`src/rtl/imem_loader_if.sv`:
```
// imem_loader_if -- byte stream, instruction-memory write port and session
// status of the instruction-memory loader.
//   start       : begin a load session
//   byte_in     : serial payload byte, qualified by byte_valid
//   byte_valid  : byte_in carries data this cycle
//   byte_ready  : loader accepts byte_in this cycle
//   wr_en       : one-cycle instruction-memory write strobe
//   wr_addr     : instruction-memory write address
//   wr_data     : 19-bit instruction word
//   core_rst    : holds the processor datapath in reset while high
//   busy        : session in progress
//   done        : session completed successfully (level)
//   error       : session aborted on a format fault (level)
// master drives the byte stream, slave is the loader.
interface imem_loader_if #(
    parameter int unsigned ADDR_WIDTH = 12
);
    logic                  start;
    logic [7:0]            byte_in;
    logic                  byte_valid;
    logic                  byte_ready;
    logic                  wr_en;
    logic [ADDR_WIDTH-1:0] wr_addr;
    logic [18:0]           wr_data;
    logic                  core_rst;
    logic                  busy;
    logic                  done;
    logic                  error;

    modport master (
        output start, byte_in, byte_valid,
        input  byte_ready, wr_en, wr_addr, wr_data, core_rst, busy, done, error
    );

    modport slave (
        input  start, byte_in, byte_valid,
        output byte_ready, wr_en, wr_addr, wr_data, core_rst, busy, done, error
    );
endinterface

```
`src/rtl/imem_loader.sv`:
```
// imem_loader -- receives an instruction image over a byte stream and writes
// it into instruction memory while holding the core in reset.
// Stream format: count lo, count hi, then per word 3 bytes (bits 7:0, 15:8,
// 18:16 in byte[2:0] with byte[7:3] required zero), then an optional
// checksum byte.
// Ports:
//   clk  : clock, rising edge
//   rst  : synchronous active-high reset
//   bus  : imem_loader_if.slave (byte stream in, memory write port and
//          status out; all outputs registered)
// Build option: define IMEM_LOADER_CHECKSUM_EN to add the CHK state, which
// compares one trailing byte against the XOR of every accepted byte.
module imem_loader #(
    parameter int unsigned ADDR_WIDTH = 12
) (
    input  logic          clk,
    input  logic          rst,
    imem_loader_if.slave  bus
);

    localparam int unsigned WORD_W = 19;
    localparam int unsigned LEN_W  = 16;
    // Wide enough to hold both a 16-bit count and 2**ADDR_WIDTH.
    localparam int unsigned CNT_W  = (ADDR_WIDTH + 1 > LEN_W + 1) ? ADDR_WIDTH + 1 : LEN_W + 1;
    localparam logic [CNT_W-1:0] MAX_WORDS = CNT_W'(1) << ADDR_WIDTH;

    typedef enum logic [3:0] {
        S_IDLE,
        S_LEN_LO,
        S_LEN_HI,
        S_B0,
        S_B1,
        S_B2,
`ifdef IMEM_LOADER_CHECKSUM_EN
        S_CHK,
`endif
        S_DONE,
        S_ERR
    } state_t;

    // State reached once the payload is complete.
`ifdef IMEM_LOADER_CHECKSUM_EN
    localparam state_t S_FINAL = S_CHK;
`else
    localparam state_t S_FINAL = S_DONE;
`endif

    state_t state_q, state_d;

    logic [LEN_W-1:0]      count_q;
    logic [CNT_W-1:0]      words_q;
    logic [15:0]           word_lo_q;
`ifdef IMEM_LOADER_CHECKSUM_EN
    logic [7:0]            csum_q;
`endif

    logic                  byte_ready_q;
    logic                  busy_q;
    logic                  core_rst_q;
    logic                  done_q;
    logic                  error_q;
    logic                  wr_en_q;
    logic [ADDR_WIDTH-1:0] wr_addr_q;
    logic [WORD_W-1:0]     wr_data_q;

    logic                  xfer_c;
    logic                  start_c;
    logic                  write_c;
    logic [LEN_W-1:0]      len_c;
    logic                  active_d;

    assign xfer_c  = bus.byte_valid && byte_ready_q;
    assign start_c = bus.start &&
                     (state_q == S_IDLE || state_q == S_DONE || state_q == S_ERR);

    // State register.
    always_ff @(posedge clk) begin
        if (rst) begin
            state_q <= S_IDLE;
        end else begin
            state_q <= state_d;
        end
    end

    // Next-state logic and write request.
    always_comb begin
        state_d = state_q;
        write_c = 1'b0;
        len_c   = {bus.byte_in, count_q[7:0]};

        case (state_q)
            S_IDLE, S_DONE, S_ERR: begin
                if (bus.start) begin
                    state_d = S_LEN_LO;
                end
            end
            S_LEN_LO: begin
                if (xfer_c) begin
                    state_d = S_LEN_HI;
                end
            end
            S_LEN_HI: begin
                if (xfer_c) begin
                    if (CNT_W'(len_c) > MAX_WORDS) begin
                        state_d = S_ERR;
                    end else if (len_c == '0) begin
                        state_d = S_FINAL;
                    end else begin
                        state_d = S_B0;
                    end
                end
            end
            S_B0: begin
                if (xfer_c) begin
                    state_d = S_B1;
                end
            end
            S_B1: begin
                if (xfer_c) begin
                    state_d = S_B2;
                end
            end
            S_B2: begin
                if (xfer_c) begin
                    if (bus.byte_in[7:3] != 5'd0) begin
                        state_d = S_ERR;
                    end else begin
                        write_c = 1'b1;
                        if (words_q + CNT_W'(1) == CNT_W'(count_q)) begin
                            state_d = S_FINAL;
                        end else begin
                            state_d = S_B0;
                        end
                    end
                end
            end
`ifdef IMEM_LOADER_CHECKSUM_EN
            S_CHK: begin
                if (xfer_c) begin
                    state_d = (bus.byte_in == csum_q) ? S_DONE : S_ERR;
                end
            end
`endif
            default: begin
                state_d = S_IDLE;
            end
        endcase
    end

    // Outputs are registered from the next state so they line up with it.
    assign active_d = !(state_d == S_IDLE || state_d == S_DONE || state_d == S_ERR);

    // Datapath and registered outputs.
    always_ff @(posedge clk) begin
        if (rst) begin
            count_q      <= '0;
            words_q      <= '0;
            word_lo_q    <= '0;
`ifdef IMEM_LOADER_CHECKSUM_EN
            csum_q       <= '0;
`endif
            byte_ready_q <= 1'b0;
            busy_q       <= 1'b0;
            core_rst_q   <= 1'b1;
            done_q       <= 1'b0;
            error_q      <= 1'b0;
            wr_en_q      <= 1'b0;
            wr_addr_q    <= '0;
            wr_data_q    <= '0;
        end else begin
            byte_ready_q <= active_d;
            busy_q       <= active_d;
            core_rst_q   <= (state_d != S_DONE);
            done_q       <= (state_d == S_DONE);
            error_q      <= (state_d == S_ERR);
            wr_en_q      <= write_c;

            if (write_c) begin
                wr_data_q <= {bus.byte_in[2:0], word_lo_q};
            end

            if (start_c) begin
                wr_addr_q <= '0;
                words_q   <= '0;
`ifdef IMEM_LOADER_CHECKSUM_EN
                csum_q    <= '0;
`endif
            end else begin
                // Address advances the cycle after each write strobe.
                if (wr_en_q) begin
                    wr_addr_q <= wr_addr_q + ADDR_WIDTH'(1);
                end
                if (write_c) begin
                    words_q <= words_q + CNT_W'(1);
                end
`ifdef IMEM_LOADER_CHECKSUM_EN
                if (xfer_c && (state_q == S_LEN_LO || state_q == S_LEN_HI ||
                               state_q == S_B0 || state_q == S_B1 || state_q == S_B2)) begin
                    csum_q <= csum_q ^ bus.byte_in;
                end
`endif
            end

            if (xfer_c) begin
                case (state_q)
                    S_LEN_LO: count_q[7:0]    <= bus.byte_in;
                    S_LEN_HI: count_q[15:8]   <= bus.byte_in;
                    S_B0:     word_lo_q[7:0]  <= bus.byte_in;
                    S_B1:     word_lo_q[15:8] <= bus.byte_in;
                    default:  ;
                endcase
            end
        end
    end

    assign bus.byte_ready = byte_ready_q;
    assign bus.busy       = busy_q;
    assign bus.core_rst   = core_rst_q;
    assign bus.done       = done_q;
    assign bus.error      = error_q;
    assign bus.wr_en      = wr_en_q;
    assign bus.wr_addr    = wr_addr_q;
    assign bus.wr_data    = wr_data_q;

endmodule

```
`src/flat_wrapper.sv`:
```
// flat-port wrapper written by rule: the top's interface ports become plain ports
module imem_loader_flat 
#(
    parameter int unsigned ADDR_WIDTH = 12
)
  (clk, rst, bus_start, bus_byte_in, bus_byte_valid, bus_byte_ready, bus_wr_en, bus_wr_addr, bus_wr_data, bus_core_rst, bus_busy, bus_done, bus_error);
  imem_loader_if #(.ADDR_WIDTH(ADDR_WIDTH)) bus_i ();
  input  logic clk;
  input  logic rst;
  input wire logic [$bits(bus_i.start)-1:0] bus_start;
  input wire logic [$bits(bus_i.byte_in)-1:0] bus_byte_in;
  input wire logic [$bits(bus_i.byte_valid)-1:0] bus_byte_valid;
  output wire logic [$bits(bus_i.byte_ready)-1:0] bus_byte_ready;
  output wire logic [$bits(bus_i.wr_en)-1:0] bus_wr_en;
  output wire logic [$bits(bus_i.wr_addr)-1:0] bus_wr_addr;
  output wire logic [$bits(bus_i.wr_data)-1:0] bus_wr_data;
  output wire logic [$bits(bus_i.core_rst)-1:0] bus_core_rst;
  output wire logic [$bits(bus_i.busy)-1:0] bus_busy;
  output wire logic [$bits(bus_i.done)-1:0] bus_done;
  output wire logic [$bits(bus_i.error)-1:0] bus_error;
  assign bus_i.start = bus_start;
  assign bus_i.byte_in = bus_byte_in;
  assign bus_i.byte_valid = bus_byte_valid;
  assign bus_byte_ready = bus_i.byte_ready;
  assign bus_wr_en = bus_i.wr_en;
  assign bus_wr_addr = bus_i.wr_addr;
  assign bus_wr_data = bus_i.wr_data;
  assign bus_core_rst = bus_i.core_rst;
  assign bus_busy = bus_i.busy;
  assign bus_done = bus_i.done;
  assign bus_error = bus_i.error;
  imem_loader #(.ADDR_WIDTH(ADDR_WIDTH)) u_core (.clk(clk), .rst(rst), .bus(bus_i));
endmodule
```
`config.mk`:
```
export PLATFORM = sky130hd
export DESIGN_NAME = imem_loader_flat
export DESIGN_NICKNAME = d
export VERILOG_FILES = /design/src/rtl/imem_loader_if.sv /design/src/rtl/imem_loader.sv /design/src/flat_wrapper.sv
export SDC_FILE = /design/constraint.sdc
export NUM_CORES = 1
export LEC_CHECK = 0
export CORE_MARGIN = 2
export CORE_UTILIZATION = 55
export DETAILED_ROUTE_END_ITERATION = 8
export PLACE_DENSITY = 0.79
export SLEW_MARGIN = 5
export SYNTH_ARGS = -nofsm -noshare
export SYNTH_HDL_FRONTEND = slang
export SYNTH_SLANG_ARGS = --single-unit
```
`constraint.sdc`:
```
create_clock -name clk -period 2.8 [get_ports clk]
set_clock_uncertainty 0.1 [all_clocks]
set_input_delay 0.42 -clock clk [delete_from_list [all_inputs] [get_ports clk]]
set_output_delay 0.42 -clock clk [all_outputs]
set_load 0.02 [all_outputs]
```
==> results.py, run 1 <==
metrics = {
    "critical_path": {
        "worstPathMaxFanout": 10,
        "cp.required_ns": 2.95,
        "reg2reg_slack_ns": 0.27,
        "critPathKind": "register to register",
        "end_kind": "register",
        "cp-start-kind": "register",
        "cp.arrival_ns": 2.68,
    },
    "power": {
        "internal_power_uw": 1730,
        "power.density_nw_per_um2": 458,
        "p_comb_share_pct": 4.0,
        "p_leak_uw": 0.00185,
        "p_switching_uw": 534,
        "sw_frac_of_total_pct": 23.6,
        "ir_drop_v": 0.000299,
        "p_clk_share_pct": 39.6,
        "p_seq_share_pct": 56.3,
    },
    "clock_network": {
        "clkSinkCount": 89,
        "cts_tree": "built",
        "clkTransAtPathRegs_ns": 0.09,
        "cts_max_level": 3,
        "cts_resized": 0,
        "holdBufCountCts": 0,
        "numCtsBuffers": 9,
        "clock_tree.buffer_depth": 2,
        "cts_root_buf": "clkbuf_8",
        "clock_latency_ns": 0.37,
        "cts_setup_buffers": 0,
    },
    "route": {
        "postRouteAntennaNets": 0,
        "drtIter0Drc": 183,
        "drc": 0,
        "wl_mm": 9.62,
        "wire_per_inst_um": 15.3,
        "via_per_inst": 5.63,
        "drtPass1Iterations": 4,
        "vias": 3539,
    },
    "yosys": {
        "syn_inst": 470,
        "synth_top_cell_area_share_pct": 43.6,
        "yosysSeqAreaShare_pct": 43.6,
        "yosysTopAreaCell": "dfxtp_1",
        "synth.distinct_cells": 54,
        "ys_async_sr_fraction_pct": 0,
        "yosys.area_share.adder_pct": 0.612,
        "synthMuxAreaShare_pct": 7.59,
        "synth.most_common_cell": "dfxtp_1",
        "synth_top_family_by_area": "simple AND/OR/NAND/NOR gates",
        "synth_edf_count": 0,
        "yosysWarnings": 0,
        "synth_ff_type": "dfxtp_1",
        "synth_xor_area_share_pct": 9.86,
        "yosys_register_bits": 89,
        "synthTopCellsByCount": "dfxtp_1, nor2_1, nand2_1, a21oi_1, mux2i_1",
        "syn_avg_cell_area_um2": 8.69,
        "syn_area_um2": 4090,
        "syn-num-nets": 484,
        "synth_area_leaders": "dfxtp_1, mux2i_1, nor2_1",
        "yosys.area_share.simple_pct": 24.8,
        "synth_compound_area_share_pct": 10.3,
    },
    "global_route": {
        "antenna_found_initial": 0,
        "grt_pass1_wl_mm": 16.5,
        "grt_max_degree": 38,
        "grt_pass1_vias": 3475,
        "grtUsageTotal_pct": 24.9,
        "gr-total-overflow": 0,
    },
    "sta": {
        "worst_pin_slew_ns": 0.558,
        "rsz0062_at_grt": "no",
        "layout_min_cycle_time_ns": 2.53,
        "fmax_mhz": 395,
        "setup_viol": 0,
        "hold_viol": 0,
        "setup_ws_ns": 0.269,
        "slew_headroom_pct": 62.7,
        "tns_ns": 0,
        "period_share_pct": 90.4,
        "final_max_slew_viol_count": 0,
    },
    "hold_path": {
        "hold_class": "primary input to register",
    },
    "finish": {
        "diodes": 0,
        "drive_above_1_share_pct": 10.8,
        "area_growth_pct": 20.8,
        "fill_cells": 598,
        "final-seq-area_um2": 1780,
        "nets": 539,
        "multiInputGateArea_um2": 2180,
    },
    "floorplan": {
        "die_h_um": 90.2,
        "rows": 31,
        "core_area_um2": 7210,
        "dieArea_um2": 8140,
        "initial_core_util_pct": 56.6,
        "num_io_pins": 49,
        "die_x_um": 90.2,
    },
    "placement": {
        "place_congestion": 0.869,
        "numPortBuffers": 48,
        "dp_hpwl_mm": 6.81,
        "dp_slack_ns": 0.0337,
    },
    "run_status": {
        "status": "completed",
    },
    "run": {
        "drv_cap": 0,
    },
}
-- layout by cell type (no fill, tap or decap), types with 10 or more instances in the layout --
cell,count
mux2i_1,31
nand2_1,60
dfxtp_1,89
buf_4,21
nor2_1,74
clkdlybuf4s50_1,47
xor2_1,25
nand3_1,14
nand4_1,10
xnor2_1,21
a21oi_1,31
-- critical path, cell delays in order (launching register included) --
cell,delay (ns)
dfxtp_1,0.39
ha_1,0.24
nand3_2,0.24
nor4_1,0.52
xnor2_1,0.21
o221ai_2,0.18
or3_1,0.34
o211a_1,0.20
-- path summary, 6_finish.rpt --
| check | start | to | depth (start not counted) |
|---|---|---|---|
| hold reg to reg | u_core.bus.wr_data[15] | u_core.bus.wr_data[15] | 2 |
| hold / removal | rst | u_core.word_lo_q[4] | 2 |
| setup reg to reg | u_core.words_q[1] | u_core.state_q[0] | 7 |
| setup / recovery | u_core.words_q[1] | u_core.state_q[0] | 7 |
-- kinds of logic after synthesis --
family                     count (synthesis)
DFF                                       89
xor gates and xnor gates                  46
adders and majority gates                  2
and+or+nand+nor                          209
other                                      1
muxes                                     31
AOI/OAI and AO/OA                         62
buffers and inverters                     30
-- power by group through the flow --
stage	logic, uW	clock network, uW	registers (uW)
2_1_floorplan	42.6	0	1300
3_3_place_gp	89.8	0	1300
3_5_place_dp	91.0	0	1300
4_1_cts	91.5	911	1270
5_1_grt	98.8	980	1270
6_report	91.4	895	1270
-- layer usage --
metal | part of all wire, % | vias up | track usage [%]
met5 | 0 | - | 0
met4 | 2.0 | 0 | 9.62
met3 | 4.0 | 19 | 4.19
met2 | 49 | 92 | 42.6
met1 | 45 | 1691 | 31.4
li1 | - | 1737 | -
-- state kept, by name, indices dropped and copies added, names as in the netlist --
register,cells
u_core.bus.core_rst,1
u_core.state_q,4
u_core.bus.wr_addr,12
u_core.word_lo_q,16
u_core.bus.error,1
u_core.bus.busy,1
u_core.count_q,16
u_core.words_q,17
u_core.bus.wr_en,1
u_core.bus.wr_data,19
u_core.bus.done,1
-- area by class of cell --
cell class	instances	area share (%)
Clock buffer	9	2.51
Timing Repair Buffer	69	12.8
Clock inverter	7	1.57
Tap cell	99	2.51
Inverter	5	0.380
Multi-Input combinational cell	351	44.1
Sequential cell	89	36.1
-- stage by stage --
step	util (%)	hold WS [ns]	instance area (um^2)	power (uW)	cells
finish	68.4	0.337	4940	2260	629
global route	68.4	0.347	4940	2350	629
global placement	65.6	0.342	4740	1390	613
detailed placement	65.6	0.344	4740	1390	613
CTS	68.4	0.337	4940	2280	629
floorplan	-	0.336	4090	1340	470
(Power assumes the default switching activity.)
==> inputs of run 2 (changes only) <==
--- a/config.mk
+++ b/config.mk
@@ -9,6 +9,7 @@
 export CORE_UTILIZATION = 55
 export DETAILED_ROUTE_END_ITERATION = 8
 export PLACE_DENSITY = 0.79
+export SETUP_SLACK_MARGIN = 0.5
 export SLEW_MARGIN = 5
 export SYNTH_ARGS = -nofsm -noshare
 export SYNTH_HDL_FRONTEND = slang
==> results.py, run 2 (synthesis results as in run 1) <==
metrics = {
    "run_status": {
        "status": "completed",
    },
    "critical_path": {
        "cpPeakStageDelay_ns": 0.40,
        "critPathKind": "register to register",
        "reg2regPathDepth": 7,
        "critical_path_cell_count": 7,
        "crit_family": "simple AND/OR/NAND/NOR gates",
        "end_kind": "register",
        "cp.arrival_ns": 2.42,
        "crit_chain": "nand4_1 -> buf_4 -> nor4_4 -> xnor2_1 -> o221ai_2 -> or3_1 -> o211a_1",
        "path_buf_inv": 1,
        "cp-start-kind": "register",
        "worstPathMaxFanout": 6,
        "cp.required_ns": 2.96,
        "reg2reg_slack_ns": 0.53,
        "slowest_stage": "dfxtp_2",
    },
    "sta": {
        "setup_viol": 0,
        "fmax_mhz": 441,
        "period_share_pct": 80.9,
        "hold_viol": 0,
        "rsz0062_at_grt": "yes",
        "final_max_slew_viol_count": 0,
        "slew_headroom_pct": 61.7,
        "tns_ns": 0,
        "layout_min_cycle_time_ns": 2.27,
        "worst_pin_slew_ns": 0.573,
    },
    "finish": {
        "layout.cells.non_filler": 648,
        "final_cell_mix": "nor2_1, dfxtp_1, nand2_1",
        "largest_reg_flops": 19,
        "drive_above_1_share_pct": 20.4,
        "fill_cells": 503,
        "final-seq-area_um2": 1820,
        "area_growth_pct": 31.7,
        "final_common_cell": "nor2_1",
        "diodes": 0,
        "multiInputGateArea_um2": 2390,
        "nets": 558,
        "fin_util_pct": 74.6,
    },
    "clock_network": {
        "clkSinkCount": 89,
        "holdBufCountCts": 0,
        "clkTransAtPathRegs_ns": 0.09,
        "cts_tree": "built",
        "cts_root_buf": "clkbuf_8",
        "clock_latency_ns": 0.36,
        "clock_tree.buffer_depth": 2,
        "cts_max_level": 3,
        "numCtsBuffers": 9,
    },
    "floorplan": {
        "num_io_pins": 49,
        "dieArea_um2": 8140,
        "rows": 31,
        "core_area_um2": 7210,
        "die_x_um": 90.2,
        "die_h_um": 90.2,
        "initial_core_util_pct": 56.6,
    },
    "placement": {
        "dp_hpwl_mm": 6.67,
        "place_congestion": 0.931,
        "dp_cells": 614,
        "numPortBuffers": 48,
    },
    "global_route": {
        "grt_pass1_vias": 3350,
        "antenna_found_initial": 0,
        "gr-total-overflow": 0,
        "grtUsageTotal_pct": 23.8,
        "grt_max_degree": 56,
        "grt_pass1_wl_mm": 15.9,
    },
    "route": {
        "via_per_inst": 5.71,
        "postRouteAntennaNets": 0,
        "wl_mm": 10.2,
        "drtPass1Iterations": 6,
        "vias": 3697,
        "drtIter0Drc": 304,
        "wire_per_inst_um": 15.8,
        "drc": 0,
    },
    "power": {
        "power.density_nw_per_um2": 453,
        "ir_drop_v": 0.000309,
        "fin_total_pwr_uw": 2440,
        "p_leak_uw": 0.00208,
    },
    "hold_path": {
        "hold_class": "primary input to register",
        "hold_path_depth": 3,
    },
    "run": {
        "drv_cap": 0,
    },
}
run 2: changes by cell type in the layout (fill, tap and decap cells not counted), sizes merged, moves of 2 or more:
cell / change
bufinv: +2
dlymetal6s2s: +6
clkdlybuf4s50: -6
clkinv: -3
buf: +18
run 2: path summary, 6_finish.rpt:
path                      endpoint                  start
max              u_core.state_q[0]     u_core.words_q[10]
min              u_core.state_q[0]                    rst
max reg2reg      u_core.state_q[0]     u_core.words_q[10]
min reg2reg  u_core.bus.wr_data[1]  u_core.bus.wr_data[1]
run 2: power breakdown:
part / leakage, uW / total [uW] / internal [uW] / switching (uW)
clock network: 0.000113 / 1070 / 596 / 471
logic: 0.00124 / 102 / 43.0 / 58.7
registers: 0.000728 / 1270 / 1260 / 6.74
total: 0.00208 / 2440 / 1900 / 536
run 2: what timing repair did:
action	CTS	global route
endpoints found under the hold margin	0	0
setup buffers	4	13
gates cloned	1	0
setup endpoints to repair	9	12
pin swaps	2	15
gates resized for setup	14	50
run 2: metal layers:
metal	wire length, um	track usage [%]	vias up
li1	-	-	1768
met1	4590	30.8	1794
met2	4970	39.7	111
met3	418	4.61	24
met4	234	8.59	0
met5	0	0	-
run 2: layout make-up:
| type | count | share of cell area, % |
|---|---|---|
| Sequential cell | 89 | 33.9 |
| Clock inverter | 6 | 2.12 |
| Clock buffer | 10 | 2.37 |
| Inverter | 5 | 0.349 |
| Multi-Input combinational cell | 352 | 44.3 |
| Timing Repair Buffer | 87 | 14.6 |
| Tap cell | 99 | 2.30 |
run 2: through the flow:
step / hold slack (ns) / setup WS, ns / instance area [um^2]
global route: 0.309 / 0.432 / 5380
detailed placement: 0.347 / -0.0484 / 4750
CTS: 0.294 / 0.489 / 5100
finish: 0.290 / 0.534 / 5380
floorplan: 0.336 / 0.515 / 4100
global placement: 0.343 / -0.0144 / 4750
run 2: tightest hold or removal path: cells and delay by family:
kind	cells	cell delay [ns]
buf+inv	2	0.17
compound gates	1	0.13
==> inputs of run 3 (changes only) <==
==> constraint.sdc (replaced) <==
create_clock -name clk -period 2.4 [get_ports clk]
set_clock_uncertainty 0.1 [all_clocks]
set_input_delay 0.36 -clock clk [delete_from_list [all_inputs] [get_ports clk]]
set_output_delay 0.36 -clock clk [all_outputs]
set_load 0.02 [all_outputs]
==> results.py, run 3 (synthesis results as in run 1) <==
metrics = {
    "finish": {
        "layout.cells.non_filler": 665,
        "drive_above_1_share_pct": 25.1,
        "fill_cells": 491,
        "diodes": 0,
        "largest_reg_flops": 19,
        "multiInputGateArea_um2": 2450,
        "final-seq-area_um2": 1830,
        "final_common_cell": "nor2_1",
        "area_growth_pct": 35.4,
        "final_cell_mix": "nor2_1, dfxtp_1, nand2_1",
        "nets": 575,
        "final_cell_area_um2": 5530,
    },
    "critical_path": {
        "worstPathMaxFanout": 5,
        "cp.required_ns": 2.55,
        "reg2reg_slack_ns": 0.16,
        "crit_path_start": "u_core.words_q[1]",
        "critPathKind": "register to register",
        "cp-start-kind": "register",
        "reg2regPathDepth": 7,
        "crit_end": "u_core.bus.core_rst",
        "timing.rr.end": "u_core.bus.core_rst",
        "cp.arrival_ns": 2.39,
        "reg2reg_from": "u_core.words_q[1]",
        "end_kind": "register",
    },
    "clock_network": {
        "cts_max_level": 3,
        "clkSinkCount": 89,
        "clock_latency_ns": 0.37,
        "cts_tree": "built",
        "clock_tree.buffer_depth": 2,
        "cts_root_buf": "clkbuf_8",
        "holdBufCountCts": 0,
        "numCtsBuffers": 9,
        "clkTransAtPathRegs_ns": 0.09,
    },
    "sta": {
        "worst_pin_slew_ns": 0.567,
        "layout_min_cycle_time_ns": 2.24,
        "setup_viol": 0,
        "slew_headroom_pct": 62.2,
        "final_max_slew_viol_count": 0,
        "period_share_pct": 93.3,
        "fmax_mhz": 446,
        "hold_viol": 0,
        "setup_ws_ns": 0.160,
        "rsz0062_at_grt": "yes",
    },
    "hold_path": {
        "hold_class": "primary input to register",
    },
    "power": {
        "fin_total_pwr_uw": 2650,
        "p_leak_uw": 0.00215,
        "ir_drop_v": 0.000407,
        "power.density_nw_per_um2": 479,
    },
    "route": {
        "drc": 0,
        "drtIter0Drc": 218,
        "wl_mm": 10.6,
        "wire_per_inst_um": 15.9,
        "postRouteAntennaNets": 0,
        "via_per_inst": 5.62,
        "vias": 3737,
        "drtPass1Iterations": 5,
    },
    "floorplan": {
        "die_x_um": 90.2,
        "die_h_um": 90.2,
        "dieArea_um2": 8140,
        "core_area_um2": 7210,
        "num_io_pins": 49,
        "initial_core_util_pct": 56.6,
        "rows": 31,
    },
    "placement": {
        "placed_cell_area_um2": 5020,
        "dp_slack_ns": -0.370,
        "dp_hpwl_mm": 7.04,
        "dp_cells": 637,
        "numPortBuffers": 48,
        "place_congestion": 0.840,
    },
    "global_route": {
        "gr-total-overflow": 0,
        "grt_pass1_wl_mm": 17.7,
        "antenna_found_initial": 0,
        "grt_max_degree": 56,
        "grtUsageTotal_pct": 26.6,
        "grt_pass1_vias": 3705,
    },
    "run": {
        "drv_cap": 0,
    },
    "run_status": {
        "status": "completed",
    },
}
run 3: changes by cell type in the layout (fill, tap and decap cells not counted), moves of 3 or more:
cell / change
buf_4: +16
dlygate4sd2_1: +9
clkdlybuf4s50_1: -6
bufinv_16: -3
dlymetal6s2s_1: -3
run 3: how the worst min path moves through the flow:
stage | depth (start not counted) | slack [ns] | start | end
final | 3 | 0.22 | rst | u_core.state_q[0]
after global routing | 3 | 0.25 | rst | u_core.state_q[0]
after CTS | 3 | 0.21 | rst | u_core.state_q[0]
after detailed placement | 2 | 0.35 | u_core.bus.wr_data[15] | u_core.bus.wr_data[15]
after global placement | 2 | 0.34 | u_core.bus.wr_data[5] | u_core.bus.wr_data[5]
after floorplan | 2 | 0.34 | u_core.word_lo_q[0] | u_core.bus.wr_data[0]
run 3: timing repair:
action                     4_1_cts  5_1_grt
setup endpoints to repair       44       52
pin swaps                       17       11
setup buffers                   10        1
resized for setup               44       14
cloned                           1        0
run 3: layout make-up:
type / count / share of cell area [%]
clock buffer: 10 / 2.69
clock inverter: 6 / 1.04
inverter: 5 / 0.339
multi-input combinational: 352 / 44.3
sequential: 89 / 33.0
tap: 99 / 2.24
timing repair buffer: 104 / 16.4
run 3: through the flow:
stage	utilization (%)	TNS, ns	hold slack (ns)
2_1_floorplan	-	0	0.336
3_3_place_gp	69.6	-1.93	0.340
3_5_place_dp	69.6	-2.88	0.345
4_1_cts	75.7	0	0.208
5_1_grt	76.7	0	0.249
6_report	76.7	0	0.216
run 3: routing by layer:
layer / share of wire, % / wire length, um / vias up / track usage [%]
met3: 5.6 / 591 / 27 / 5.45
met5: 0 / 0 / - / 0
met4: 2.5 / 260 / 0 / 10.3
met1: 41 / 4390 / 1778 / 31.6
li1: - / - / 1808 / -
met2: 51 / 5360 / 124 / 47.1
run 3: worst max-delay path: stages, from the launching register on:
cell	delay [ns]
dfxtp_4	0.39
ha_4	0.20
nand3_4	0.13
nor4_4	0.42
and3_4	0.24
o21a_1	0.15
nand4_4	0.13
o41a_1	0.34
run 3: power by group:
part	switching, uW	internal, uW	total [uW]
clock network	585	461	1050
logic	73.7	54.5	128
registers	6.50	1470	1480
total	665	1980	2650
